File: src/rtl/received_msg_packer_pkg.sv
// Shared constants for the received-number reply message: widths, message ID,
// flag-bit positions, frame length helper and the packer state encoding.
package received_msg_packer_pkg;

   localparam int unsigned RX_ADDR_WIDTH = 8;
   localparam int unsigned RX_DATA_WIDTH = 16;

   localparam logic [7:0] MSG_ID_RX_NUM = 8'h05;

   localparam int unsigned FLAG_REPLACED_BIT = 0;
   localparam int unsigned FLAG_OVERRUN_BIT  = 1;

   // ID byte + flags byte + zero-extended payload bytes
   function automatic int unsigned frame_bytes(input int unsigned payload_bits);
      return 2 + (payload_bits + 7) / 8;
   endfunction

   typedef enum logic [1:0] {
      ST_IDLE = 2'd0,
      ST_ACK  = 2'd1,
      ST_SEND = 2'd2
   } state_t;

endpackage

File: src/rtl/received_msg_packer.sv
// Captures one received-number report, acknowledges it and streams it out as a
// framed byte message (ID, flags, payload MSB first) on a valid/ready byte bus.
module received_msg_packer
   import received_msg_packer_pkg::*;
#(
   parameter int unsigned ADDR_WIDTH = RX_ADDR_WIDTH,
   parameter int unsigned DATA_WIDTH = RX_DATA_WIDTH,
   parameter logic [7:0]  MSG_ID     = MSG_ID_RX_NUM
) (
   input  logic                           clk,
   input  logic                           n_reset,
   input  logic [ADDR_WIDTH+DATA_WIDTH-1:0] mem_received_num,
   input  logic                           mem_received_replaced,
   input  logic                           mem_received_valid,
   input  logic                           mem_received_overrun,
   output logic                           mem_received_ack,
   output logic [7:0]                     tx_data,
   output logic                           tx_valid,
   input  logic                           tx_ready,
   output logic                           busy
);

   localparam int unsigned NUM_W         = ADDR_WIDTH + DATA_WIDTH;
   localparam int unsigned FRAME_BYTES   = frame_bytes(NUM_W);
   localparam int unsigned PAYLOAD_BYTES = FRAME_BYTES - 2;
   localparam int unsigned PAYLOAD_W     = 8 * PAYLOAD_BYTES;
   localparam int unsigned FRAME_W       = 8 * FRAME_BYTES;
   localparam int unsigned CTR_W         = $clog2(FRAME_BYTES);
   localparam logic [CTR_W-1:0] LAST_IDX = CTR_W'(FRAME_BYTES - 1);

   state_t             state;
   logic [CTR_W-1:0]   byte_ctr;
   logic [NUM_W-1:0]   cap_num;
   logic               cap_replaced;
   logic               cap_overrun;

   logic [7:0]         flags_c;
   logic [FRAME_W-1:0] frame_c;
   logic [FRAME_W-1:0] shifted_c;
   logic [CTR_W-1:0]   next_ctr_c;
   logic [CTR_W-1:0]   shift_idx_c;
   logic [7:0]         next_byte_c;

   // Whole frame as one vector; the next byte is picked by shifting it down.
   always_comb begin
      flags_c                    = '0;
      flags_c[FLAG_REPLACED_BIT] = cap_replaced;
      flags_c[FLAG_OVERRUN_BIT]  = cap_overrun;
      frame_c      = {MSG_ID, flags_c, PAYLOAD_W'(cap_num)};
      next_ctr_c   = byte_ctr + CTR_W'(1);
      shift_idx_c  = LAST_IDX - next_ctr_c;
      shifted_c    = frame_c >> {shift_idx_c, 3'b000};
      next_byte_c  = shifted_c[7:0];
   end

   // Capture / ack / send sequencer with registered outputs.
   always_ff @(posedge clk) begin
      if (!n_reset) begin
         state            <= ST_IDLE;
         byte_ctr         <= '0;
         cap_num          <= '0;
         cap_replaced     <= 1'b0;
         cap_overrun      <= 1'b0;
         mem_received_ack <= 1'b0;
         tx_data          <= '0;
         tx_valid         <= 1'b0;
         busy             <= 1'b0;
      end else begin
         mem_received_ack <= 1'b0;
         case (state)
            ST_IDLE: begin
               if (mem_received_valid) begin
                  cap_num          <= mem_received_num;
                  cap_replaced     <= mem_received_replaced;
                  cap_overrun      <= mem_received_overrun;
                  mem_received_ack <= 1'b1;
                  busy             <= 1'b1;
                  state            <= ST_ACK;
               end
            end
            ST_ACK: begin
               tx_data  <= MSG_ID;
               tx_valid <= 1'b1;
               byte_ctr <= '0;
               state    <= ST_SEND;
            end
            ST_SEND: begin
               if (tx_valid && tx_ready) begin
                  if (byte_ctr == LAST_IDX) begin
                     tx_valid <= 1'b0;
                     busy     <= 1'b0;
                     state    <= ST_IDLE;
                  end else begin
                     byte_ctr <= next_ctr_c;
                     tx_data  <= next_byte_c;
                  end
               end
            end
            default: begin
               tx_valid <= 1'b0;
               busy     <= 1'b0;
               state    <= ST_IDLE;
            end
         endcase
      end
   end

endmodule

File: config.mk
export PLATFORM = sky130hd
export DESIGN_NAME = received_msg_packer
export DESIGN_NICKNAME = d
export VERILOG_FILES = /design/src/rtl/received_msg_packer_pkg.sv /design/src/rtl/received_msg_packer.sv
export SDC_FILE = /design/constraint.sdc
export NUM_CORES = 1
export LEC_CHECK = 0
export ABC_AREA = 1
export CELL_PAD_IN_SITES_DETAIL_PLACEMENT = 1
export CELL_PAD_IN_SITES_GLOBAL_PLACEMENT = 2
export CORE_MARGIN = 4
export CORE_UTILIZATION = 25
export DETAILED_ROUTE_END_ITERATION = 16
export HOLD_SLACK_MARGIN = 0.06
export PLACE_DENSITY_LB_ADDON = 0.1
export SLEW_MARGIN = 20
export SYNTH_ARGS = -nofsm -noshare
export SYNTH_HDL_FRONTEND = slang
export SYNTH_SLANG_ARGS = --single-unit
File: constraint.sdc
create_clock -name clk -period 4.08 [get_ports clk]
set_input_delay 1.224 -clock clk [delete_from_list [all_inputs] [get_ports clk]]
set_output_delay 1.224 -clock clk [all_outputs]
set_load 0.01 [all_outputs]
-- Word level (Yosys, flattened, before mapping)
Cells that the tools add are included.
- bits in registers: 42
- bits in latches: 0
- RAM bits: 0
- bits in read-only memories: 0
- input port bits: 30
- output and inout bits: 11
- word-level logic and storage cells: 46
- memories kept: 0
- add/sub/neg operators: 2
- multipliers: 0
- div/mod/pow operators: 0
- order comparisons: 0
- equal/unequal tests: 7
- shift operators: 1
- multiplexer cells: 16
- bitwise gates (word level): 2
- reduce and logical (&&, ||, !) cells: 9
- operators by type and width (operator ; number):
    $shr 35x6->8 ; 1
    $mux 8 ; 2
    $pmux 8 s2 ; 1
    $reduce_and 3->1 ; 3
    $ne 2x2->1 const B ; 4
    $mux 2 ; 3
    $mux 3 ; 2
    $pmux 1 s3 ; 2
    $pmux 2 s3 ; 1
    $pmux 3 s2 ; 1
    $mux 1 ; 4
    $reduce_and 2->1 ; 2
    $reduce_and 4->1 ; 1
    $add 3x1->3 const B ; 1
    $eq 3x3->1 const B ; 1
    $sub 3x3->3 const A ; 1
    $eq 2x1->1 const B ; 1
    $eq 2x2->1 const B ; 1
    $logic_not 2->1 ; 1
    $not 1->1 ; 2
    $reduce_bool 2->1 ; 1
    $logic_and 1x1->1 ; 1

-- Depth between registers and ports, before layout
Gate-level depths: netlist of the first run.
- depth in word-level cells: 6
- gate-level depth with buffers: 10
- mapped depth without buffers: 9

-- Least setup slack after synthesis of the first run
OpenSTA, ideal clock, no wires.
- path type: input-to-reg
- start point: in mem_received_valid
- end point: reg cap_num[10]
- setup time: 116 ps
- arrival: 1811 ps
- data required time: 3964 ps
- path slack: 2153 ps
- cell stages on the path: 5
- buffers on the path: 1
- path through: nand2_2 > clkinv_1 > buf_4 > nor2_1 > nor2_1
- cells in the longest elaborated chain, start to end: 1
- ends and longest elaborated chain (element ; line ; source):
    start: declaration ; received_msg_packer.sv:14 ; input logic mem_received_valid,
    $reduce_and 2->1 (no line) ; -- ;
    end signal: assignment ; received_msg_packer.sv:73 ; cap_num <= mem_received_num;
    end: declaration ; received_msg_packer.sv:33 ; logic [NUM_W-1:0] cap_num;
Every way passes these cells.
A chain may end at the register's enable or synchronous reset.

-- Worst setup path after layout of the first run
- start point: in mem_received_valid
- end point: reg cap_num[5]
Same word-level chain as after synthesis.

==> results of run 1 <==
[cell families after synthesis]
group,share of synthesized area
buf+inv,0.06123
simple gates,0.3218
xor+xnor,0.004763
compound gates,0.1143
flops,0.4571
fa+ha+maj,0.04082
[area by class of cell]
cell class	instances	area (sq um)	area share
inverter	17	63.81	0.02645
tap	99	123.9	0.05135
sequential	42	840.8	0.3485
timing repair buffer	42	415.4	0.1722
multi-input combinational	197	885.9	0.3672
clock buffer	6	82.58	0.03423
[worst max-delay path, stage by stage]
cell and delay (ns):
clkdlybuf4s50_1 0.45, nand2_2 0.37, clkinv_1 0.22, buf_4 0.26
nor2_1 0.12, nor2_1 0.06
[Yosys cell counts]
master	instances	area share
xor2_1	1	0.0048
nand2_2	2	0.0068
inv_1	15	0.031
ha_1	6	0.041
nand3_2	1	0.0054
buf_4	4	0.016
a21oi_1	13	0.035
o21ai_0	29	0.079
clkbuf_1	5	0.010
nor2_2	2	0.0068
dfxtp_1	42	0.46
clkinv_1	2	0.0041
nand3_1	16	0.044
nand2_1	63	0.13
nor2_1	64	0.13
[routing by layer]
layer / part of all wire / routed length, microns / vias up / track usage
met1: 0.49 / 2415 / 776 / 0.1538
met3: 0.037 / 183 / 5 / 0.02724
li1: - / - / 912 / -
met5: 0 / 0 / - / 0
met2: 0.46 / 2278 / 29 / 0.1963
met4: 0.012 / 59 / 0 / 0.03610
[flip-flops by register name, indices dropped and copies added (netlist names)]
| register | cells |
|---|---|
| tx_data | 8 |
| byte_ctr | 3 |
| state | 2 |
| cap_overrun | 1 |
| mem_received_ack | 1 |
| cap_num | 24 |
| busy | 1 |
| cap_replaced | 1 |
| tx_valid | 1 |
[report_power, final]
part	leakage, nW	internal [mW]	total (mW)	switching (mW)
clock	0.0431	0.131	0.268	0.137
combinational	0.615	0.174	0.456	0.282
sequential	0.346	0.511	0.570	0.0594
total	1.00	0.816	1.29	0.478
[through the flow]
stage / setup WS, ns / cells / hold slack (ns) / utilization / area, sq um
2_1_floorplan: 2.153 / 265 / 0.4546 / - / 1839
3_3_place_gp: 1.259 / 397 / 0.4523 / 0.3229 / 2330
3_5_place_dp: 1.203 / 397 / 0.4577 / 0.3229 / 2330
4_1_cts: 1.466 / 403 / 0.4706 / 0.3344 / 2412
5_1_grt: 1.358 / 403 / 0.4952 / 0.3344 / 2412
6_report: 1.536 / 403 / 0.4674 / 0.3344 / 2412
[worst min-delay path by stage]
stage | slack (ns) | endpoint
3_3_place_gp | 0.45 | tx_data[7]
4_1_cts | 0.47 | tx_data[7]
2_1_floorplan | 0.45 | cap_num[16]
5_1_grt | 0.50 | tx_data[1]
6_report | 0.47 | tx_data[4]
3_5_place_dp | 0.46 | tx_data[7]
[cells in the final DEF, fill, tap and decap left out, drive strengths merged]
cell / n
a21oi: 13
buf: 2
clkbuf: 6
clkdlybuf4s50: 40
clkinv: 2
dfxtp: 42
ha: 6
inv: 15
nand2: 65
nand3: 17
nor2: 66
o21ai: 29
xor2: 1
==> results.sh, run 1 <==
export IMPL_yosys_warnings=0
export IMPL_die_y_microns=93.78
export IMPL_maxCapViolCount=0
export IMPL_initial_core_util=0.2549
export IMPL_gp_congestion=0.7507
export IMPL_drc=0
export IMPL_reg2reg_setup_slack_ns=1.90
export IMPL_outcome="finished, final reports clean"
export IMPL_cp_required_ns=4.26
export IMPL_arrival_ns=2.73
export IMPL_seq_area_frac_synth=0.4571
export IMPL_placementRows=31
export IMPL_synth_area_per_cell_sq_um=6.941
export IMPL_via_per_inst=4.273
export IMPL_synth_distinct_cells=15
export IMPL_clockBufferDepth=2
export IMPL_worstReg2RegStart="byte_ctr[0]"
export IMPL_synth_seq_cells=42
export IMPL_die_w_microns=93.78
export IMPL_worst_r2r_cell_count=8
export IMPL_fmax_mhz=393.1
export IMPL_die_area_sq_um=8794
export IMPL_min_delay_start="tx_data[4]"
export IMPL_ir_worst_vdd_mv=0.1325
export IMPL_first_pass_iters=3
export IMPL_endpoint="cap_num[5]"
export IMPL_relSlewSlack=0.6863
export IMPL_syn_nets=301
export IMPL_top_level_ports=41
export IMPL_path_max_fanout=28
export IMPL_netlist_instances=265
export IMPL_fin_crit_sh=0.6234
export IMPL_grt_max_degree=29
export IMPL_path_class="primary input to flip-flop"
export IMPL_numCtsBuffers=5
export IMPL_fillerInstances=945
export IMPL_skew_ns=0.007863
export IMPL_cellLeakagePower_nw=1.004
export IMPL_clk_latency_ns=0.29
export IMPL_drt_iter0_markers=36
export IMPL_rr_endpoint="tx_data[5]"
export IMPL_nets=341
export IMPL_crit_path_start="mem_received_valid"
export IMPL_wl_per_cell_microns=12.25
export IMPL_total_power_mw=1.294
export IMPL_grt_ovfl_total=0
export IMPL_slew_viol_final=0
export IMPL_cts_resized=0
export IMPL_vias=1722
export IMPL_htree_levels=2
export IMPL_dpl_hpwl_microns=3809
export IMPL_numClockSinks=42
export IMPL_antenna_found_initial=0
export IMPL_syn_area_sq_um=1839
export IMPL_tightest_slew_ns=0.4698
export IMPL_drt_total_wl_microns=4936
export IMPL_track_usage=0.1190
export IMPL_setup_tns_ns=0
export IMPL_clk_pin_slew_ns=0.08
export IMPL_cts_tree="yes"
export IMPL_grt_pass1_vias=1731
export IMPL_end_kind="flip-flop"
export IMPL_cts_hold_fix_buffers=0
export IMPL_core_area_sq_um=7214
export IMPL_whs_path_depth=2
export IMPL_post_cts_buffers=0
export IMPL_ant_nets=0
export IMPL_finalSetupViolCount=0
export IMPL_hold_path_class="flip-flop to flip-flop"
export IMPL_grt_pass1_wl_microns=8135
export IMPL_critPathLaunchType="primary input"
export IMPL_root_buffer="clkbuf_8"
export IMPL_grt_setup_unrepaired="no"
export IMPL_fin_crit_ns=2.544
export IMPL_drive_gt1_frac=0.04276
export IMPL_port_buffers=40
export IMPL_n_antenna_cell=0
export IMPL_hold_violations=0
export IMPL_power_density_nw_per_um2=536.4
export IMPL_synthToLayoutAreaGrowth_pct=31.16
No activity file was read; power rests on OpenSTA's default activity.
==> run 2, diff against run 1 <==
==> constraint.sdc (replaced) <==
create_clock -name clk -period 2.5 [get_ports clk]
set_input_delay 0.75 -clock clk [delete_from_list [all_inputs] [get_ports clk]]
set_output_delay 0.75 -clock clk [all_outputs]
set_load 0.01 [all_outputs]
==> run 2 against run 1 <==
Count of clock-buffer cells in the layout unchanged. Setup slack worse by 0.96 ns. Sequential share of layout area down 0.29 points. Core utilization up 0.28 points. Flip-flop and latch count unchanged. Die area unchanged. Global-route usage up 0.39 points. Total power up 63%. Critical path depth down 5. Register-to-register slack worse by 1.1 ns. Critical path type is now flip-flop to primary output. Largest cell class unchanged. Largest power group unchanged.
==> results.sh, run 2 (same netlist as run 1, synthesis figures left out) <==
export IMPL_final_cell_mix="nor2_1 (64), nand2_1 (63), dfxtp_1 (42)"
export IMPL_wl_per_cell_microns=12.25
export IMPL_cp_required_ns=1.75
export IMPL_skew_ns=0.006453
export IMPL_critical_path_cell_chain="clkdlybuf4s50_1"
export IMPL_relSlewSlack=0.7818
export IMPL_fin_crit_sh=0.7687
export IMPL_grt_max_degree=31
export IMPL_swShare=0.3739
export IMPL_fmax_mhz=520.4
export IMPL_numCtsBuffers=5
export IMPL_tightest_slew_ns=0.3254
export IMPL_path_max_fanout=3
export IMPL_arrival_ns=1.17
export IMPL_grt_pass1_vias=1712
export IMPL_root_buffer="clkbuf_8"
export IMPL_power_density_nw_per_um2=869.6
export IMPL_intPower_mw=1.324
export IMPL_end_kind="primary output"
export IMPL_power_switching_mw=0.7910
export IMPL_clockBufferDepth=2
export IMPL_top_regs="cap_num: 24 flops, tx_data: 8 flops, byte_ctr: 3 flops"
export IMPL_seqPwrFrac=0.436
export IMPL_dpl_hpwl_microns=3847
export IMPL_grt_pass1_wl_microns=8349
export IMPL_setup_tns_ns=0
export IMPL_cts_hold_fix_buffers=0
export IMPL_path_class="flip-flop to primary output"
export IMPL_die_y_microns=93.78
export IMPL_top_level_ports=41
export IMPL_multi_input_area_sq_um=885.9
export IMPL_regMostFlops="cap_num"
export IMPL_layout_commonest_cell="nor2_1"
export IMPL_dpl_instance_area_sq_um=2352
export IMPL_critPathLaunchType="flip-flop"
export IMPL_ir_worst_vdd_mv=0.2317
export IMPL_clk_pin_slew_ns=0.08
export IMPL_outcome="finished, final reports clean"
export IMPL_finalSetupViolCount=0
export IMPL_crit_buf_inv=1
export IMPL_drc=0
export IMPL_post_cts_buffers=0
export IMPL_numClockSinks=42
export IMPL_pwr_share_comb=0.365
export IMPL_grt_ovfl_total=0
export IMPL_placementRows=31
export IMPL_fin_crit_ns=1.922
export IMPL_drive_gt1_frac=0.05195
export IMPL_nets=344
export IMPL_track_usage=0.1228
export IMPL_hold_path_class="flip-flop to flip-flop"
export IMPL_fin_area_sq_um=2432
export IMPL_clockPowerShare=0.199
export IMPL_core_area_sq_um=7214
export IMPL_drt_total_wl_microns=4987
export IMPL_die_area_sq_um=8794
export IMPL_utilization=0.3371
export IMPL_initial_core_util=0.2549
export IMPL_first_pass_iters=4
export IMPL_port_buffers=40
export IMPL_drt_iter0_markers=40
export IMPL_grt_setup_unrepaired="no"
export IMPL_ant_nets=0
export IMPL_gp_congestion=0.7550
export IMPL_clk_latency_ns=0.29
export IMPL_maxCapViolCount=0
export IMPL_cp_top_family="buffers and inverters"
export IMPL_largest_reg_flops=24
export IMPL_die_w_microns=93.78
export IMPL_fillerInstances=925
export IMPL_cts_tree="yes"
export IMPL_via_per_inst=4.268
export IMPL_slowest_delay_ns=0.54
export IMPL_n_antenna_cell=0
export IMPL_antenna_found_initial=0
export IMPL_cts_resized=0
export IMPL_cellLeakagePower_nw=1.012
export IMPL_seq_area_sq_um=840.8
export IMPL_hold_violations=0
export IMPL_vias=1737
export IMPL_htree_levels=2
export IMPL_synthToLayoutAreaGrowth_pct=32.24
export IMPL_slowest_stage="clkdlybuf4s50_1"
export IMPL_slew_viol_final=0
==> run 2: worst paths after layout <==
| check | start | endpoint | slack [ns] | cells past startpoint |
|---|---|---|---|---|
| worst max-delay path | tx_valid | tx_valid | 0.58 | 1 |
| worst min-delay path | tx_data[6] | tx_data[6] | 0.47 | 2 |
| worst max register to register | byte_ctr[1] | tx_data[5] | 0.78 | 8 |
| worst min register to register | tx_data[6] | tx_data[6] | 0.47 | 2 |
==> run 2: layer usage <==
| layer | routed length, microns | global-route usage | up-vias | share of wire |
|---|---|---|---|---|
| met1 | 2380 | 0.1567 | 787 | 0.48 |
| met5 | 0 | 0 | - | 0 |
| met4 | 46 | 0.03610 | 0 | 0.0092 |
| li1 | - | - | 916 | - |
| met2 | 2339 | 0.2058 | 29 | 0.47 |
| met3 | 220 | 0.02804 | 5 | 0.044 |
==> run 2: cell type report <==
class | instances | share of cell area
timing repair buffer | 45 | 0.1800
inverter | 17 | 0.02623
sequential | 42 | 0.3457
tap | 99 | 0.05093
clock inverter | 1 | 0.003086
clock buffer | 6 | 0.02984
multi-input combinational | 197 | 0.3642
==> run 2: per-stage QoR <==
| step | worst slack, ns | hold slack [ns] | cells | total power [mW] |
|---|---|---|---|---|
| floorplan | 1.041 | 0.4546 | 265 | 1.456 |
| global placement | 0.3931 | 0.4543 | 400 | 1.730 |
| detailed placement | 0.3666 | 0.4605 | 400 | 1.734 |
| CTS | 0.5541 | 0.4735 | 407 | 2.162 |
| global route | 0.5071 | 0.4893 | 407 | 2.317 |
| finish | 0.5782 | 0.4691 | 407 | 2.115 |
==> run 2: power groups by stage <==
stage	sequential [mW]	clock, mW	combinational, mW
global placement	0.940	0	0.790
finish	0.921	0.422	0.772
floorplan	0.925	0	0.531
CTS	0.927	0.443	0.792
global route	0.945	0.472	0.900
detailed placement	0.943	0	0.790
==> run 3, diff against run 2 <==
--- a/config.mk
+++ b/config.mk
@@ -9,7 +9,7 @@
 export CELL_PAD_IN_SITES_DETAIL_PLACEMENT = 1
 export CELL_PAD_IN_SITES_GLOBAL_PLACEMENT = 2
 export CORE_MARGIN = 4
-export CORE_UTILIZATION = 25
+export CORE_UTILIZATION = 24
 export DETAILED_ROUTE_END_ITERATION = 16
 export HOLD_SLACK_MARGIN = 0.06
 export PLACE_DENSITY_LB_ADDON = 0.1
==> constraint.sdc (replaced) <==
create_clock -name clk -period 1.6 [get_ports clk]
set_input_delay 0.48 -clock clk [delete_from_list [all_inputs] [get_ports clk]]
set_output_delay 0.48 -clock clk [all_outputs]
set_load 0.01 [all_outputs]
==> run 3 against run 2 <==
Wire length is 6.9% higher. Count of clock-buffer cells in the layout is 1 lower. Global-route usage is 0.70 points higher. Via count is 3.5% higher. Register-to-register slack worse by 0.74 ns. Cell area is 5.5% higher. Clock skew is 0.0039 ns higher. Non-clock buffer count is 10 higher. Cell count is 2.7% higher. Largest power group unchanged.
==> results.sh, run 3 (same netlist as run 1, synthesis figures left out) <==
export IMPL_path_max_fanout=7
export IMPL_ir_worst_vdd_mv=0.5657
export IMPL_numClockSinks=42
export IMPL_reg2reg_setup_slack_ns=0.04
export IMPL_rr_endpoint="byte_ctr[0]"
export IMPL_nets=354
export IMPL_die_area_sq_um=9128
export IMPL_dpl_hpwl_microns=4131
export IMPL_arrival_ns=1.79
export IMPL_synthToLayoutAreaGrowth_pct=39.46
export IMPL_drc=0
export IMPL_end_kind="flip-flop"
export IMPL_clk_latency_ns=0.29
export IMPL_grt_pass1_vias=1838
export IMPL_grt_pass1_wl_microns=9032
export IMPL_clockBufferDepth=2
export IMPL_fmax_mhz=639.7
export IMPL_power_density_nw_per_um2=1407
export IMPL_wl_per_cell_microns=12.75
export IMPL_worst_hold_slack_ns=0.4742
export IMPL_htree_levels=2
export IMPL_fin_crit_sh=0.9770
export IMPL_hold_path_class="flip-flop to flip-flop"
export IMPL_drt_total_wl_microns=5329
export IMPL_top_level_ports=41
export IMPL_slew_viol_final=0
export IMPL_n_antenna_cell=0
export IMPL_core_area_sq_um=7370
export IMPL_initial_core_util=0.2496
export IMPL_vias=1798
export IMPL_largest_reg_flops=24
export IMPL_top_regs="cap_num: 24 flops, tx_data: 8 flops, byte_ctr: 3 flops"
export IMPL_fin_crit_ns=1.563
export IMPL_track_usage=0.1298
export IMPL_maxCapViolCount=0
export IMPL_whs_path_depth=2
export IMPL_critPathLaunchType="flip-flop"
export IMPL_worst_r2r_cell_count=7
export IMPL_hold_violations=0
export IMPL_cts_tree="yes"
export IMPL_outcome="finished, final reports clean"
export IMPL_grt_ovfl_total=0
export IMPL_placementRows=31
export IMPL_grt_max_degree=27
export IMPL_cellLeakagePower_nw=1.141
export IMPL_tightest_slew_ns=0.3027
export IMPL_layout_commonest_cell="nor2_1"
export IMPL_via_per_inst=4.301
export IMPL_fin_ws_ns=0.03676
export IMPL_drt_iter0_markers=36
export IMPL_path_class="flip-flop to flip-flop"
export IMPL_die_y_microns=95.54
export IMPL_regMostFlops="cap_num"
export IMPL_worstReg2RegStart="state[0]"
export IMPL_fin_area_sq_um=2565
export IMPL_ant_nets=0
export IMPL_die_w_microns=95.54
export IMPL_dp_slack_ns=-0.1972
export IMPL_relSlewSlack=0.7982
export IMPL_dpl_instance_area_sq_um=2452
export IMPL_min_delay_start="tx_data[1]"
export IMPL_clk_pin_slew_ns=0.09
export IMPL_cp_required_ns=1.83
export IMPL_numCtsBuffers=5
export IMPL_antenna_found_initial=0
export IMPL_grt_setup_unrepaired="yes"
export IMPL_final_cell_mix="nor2_1 (64), nand2_1 (63), dfxtp_1 (42)"
export IMPL_root_buffer="clkbuf_8"
export IMPL_skew_ns=0.01032
export IMPL_port_buffers=40
export IMPL_drive_gt1_frac=0.09404
export IMPL_first_pass_iters=4
export IMPL_hold_end="tx_data[1]"
export IMPL_gp_congestion=0.7531
export IMPL_finalSetupViolCount=0
## run 3: worst max-delay path, stage by stage, from the launching register on
cell     delay, ns
dfxtp_1       0.34
inv_1         0.07
ha_1          0.31
nand2_2       0.17
nand2_1       0.11
nor2_1        0.24
nand3_1       0.12
a21oi_1       0.14
## run 3: how the worst max path moves through the flow
stage / slack, ns / depth (start not counted) / endpoint / from
2_1_floorplan: 0.14 / 8 / tx_data[3] / byte_ctr[0]
3_3_place_gp: -0.15 / 7 / tx_data[5] / tx_ready
3_5_place_dp: -0.20 / 7 / byte_ctr[0] / tx_ready
4_1_cts: 0.03 / 8 / tx_data[2] / byte_ctr[0]
5_1_grt: -0.07 / 7 / byte_ctr[2] / state[0]
6_report: 0.04 / 7 / byte_ctr[0] / state[0]
## run 3: power breakdown
part | internal (mW) | total (mW) | switching, mW
sequential | 1.30 | 1.44 | 0.133
combinational | 0.555 | 1.34 | 0.786
clock | 0.460 | 0.832 | 0.372
## run 3: timing repair
action / 4_1_cts / 5_1_grt
buffers inserted: 0 / 0
resized for setup: 12 / 3
hold endpoints to repair: 0 / 0
endpoints found under the setup margin: 12 / 11
hold buffers: 0 / 0
## run 3: routing by layer
layer	GRT usage	wire [microns]	share of wire	up-vias
met5	0	0	0	-
met4	0.04621	66	0.012	0
met3	0.02841	180	0.034	5
met2	0.2241	2695	0.51	31
met1	0.1576	2387	0.45	817
li1	-	-	-	945
## run 3: per-stage QoR
stage                       util  TNS (ns)  cells  power [mW]
final                     0.3480         0    418       3.609
after global routing      0.3480   -0.4392    418       3.941
after CTS                 0.3464         0    418       3.696
after detailed placement  0.3328    -2.280    410       2.859
after global placement    0.3328    -1.809    410       2.845
after floorplan                -         0    265       2.275
## run 3: layout make-up
cell class	count	area, sq um
inverter	17	63.81
fill	923	4805
tap	99	123.9
sequential	42	840.8
multi-input combinational	197	903.4
clock buffer	5	68.82
timing repair buffer	55	524.3
clock inverter	3	40.04
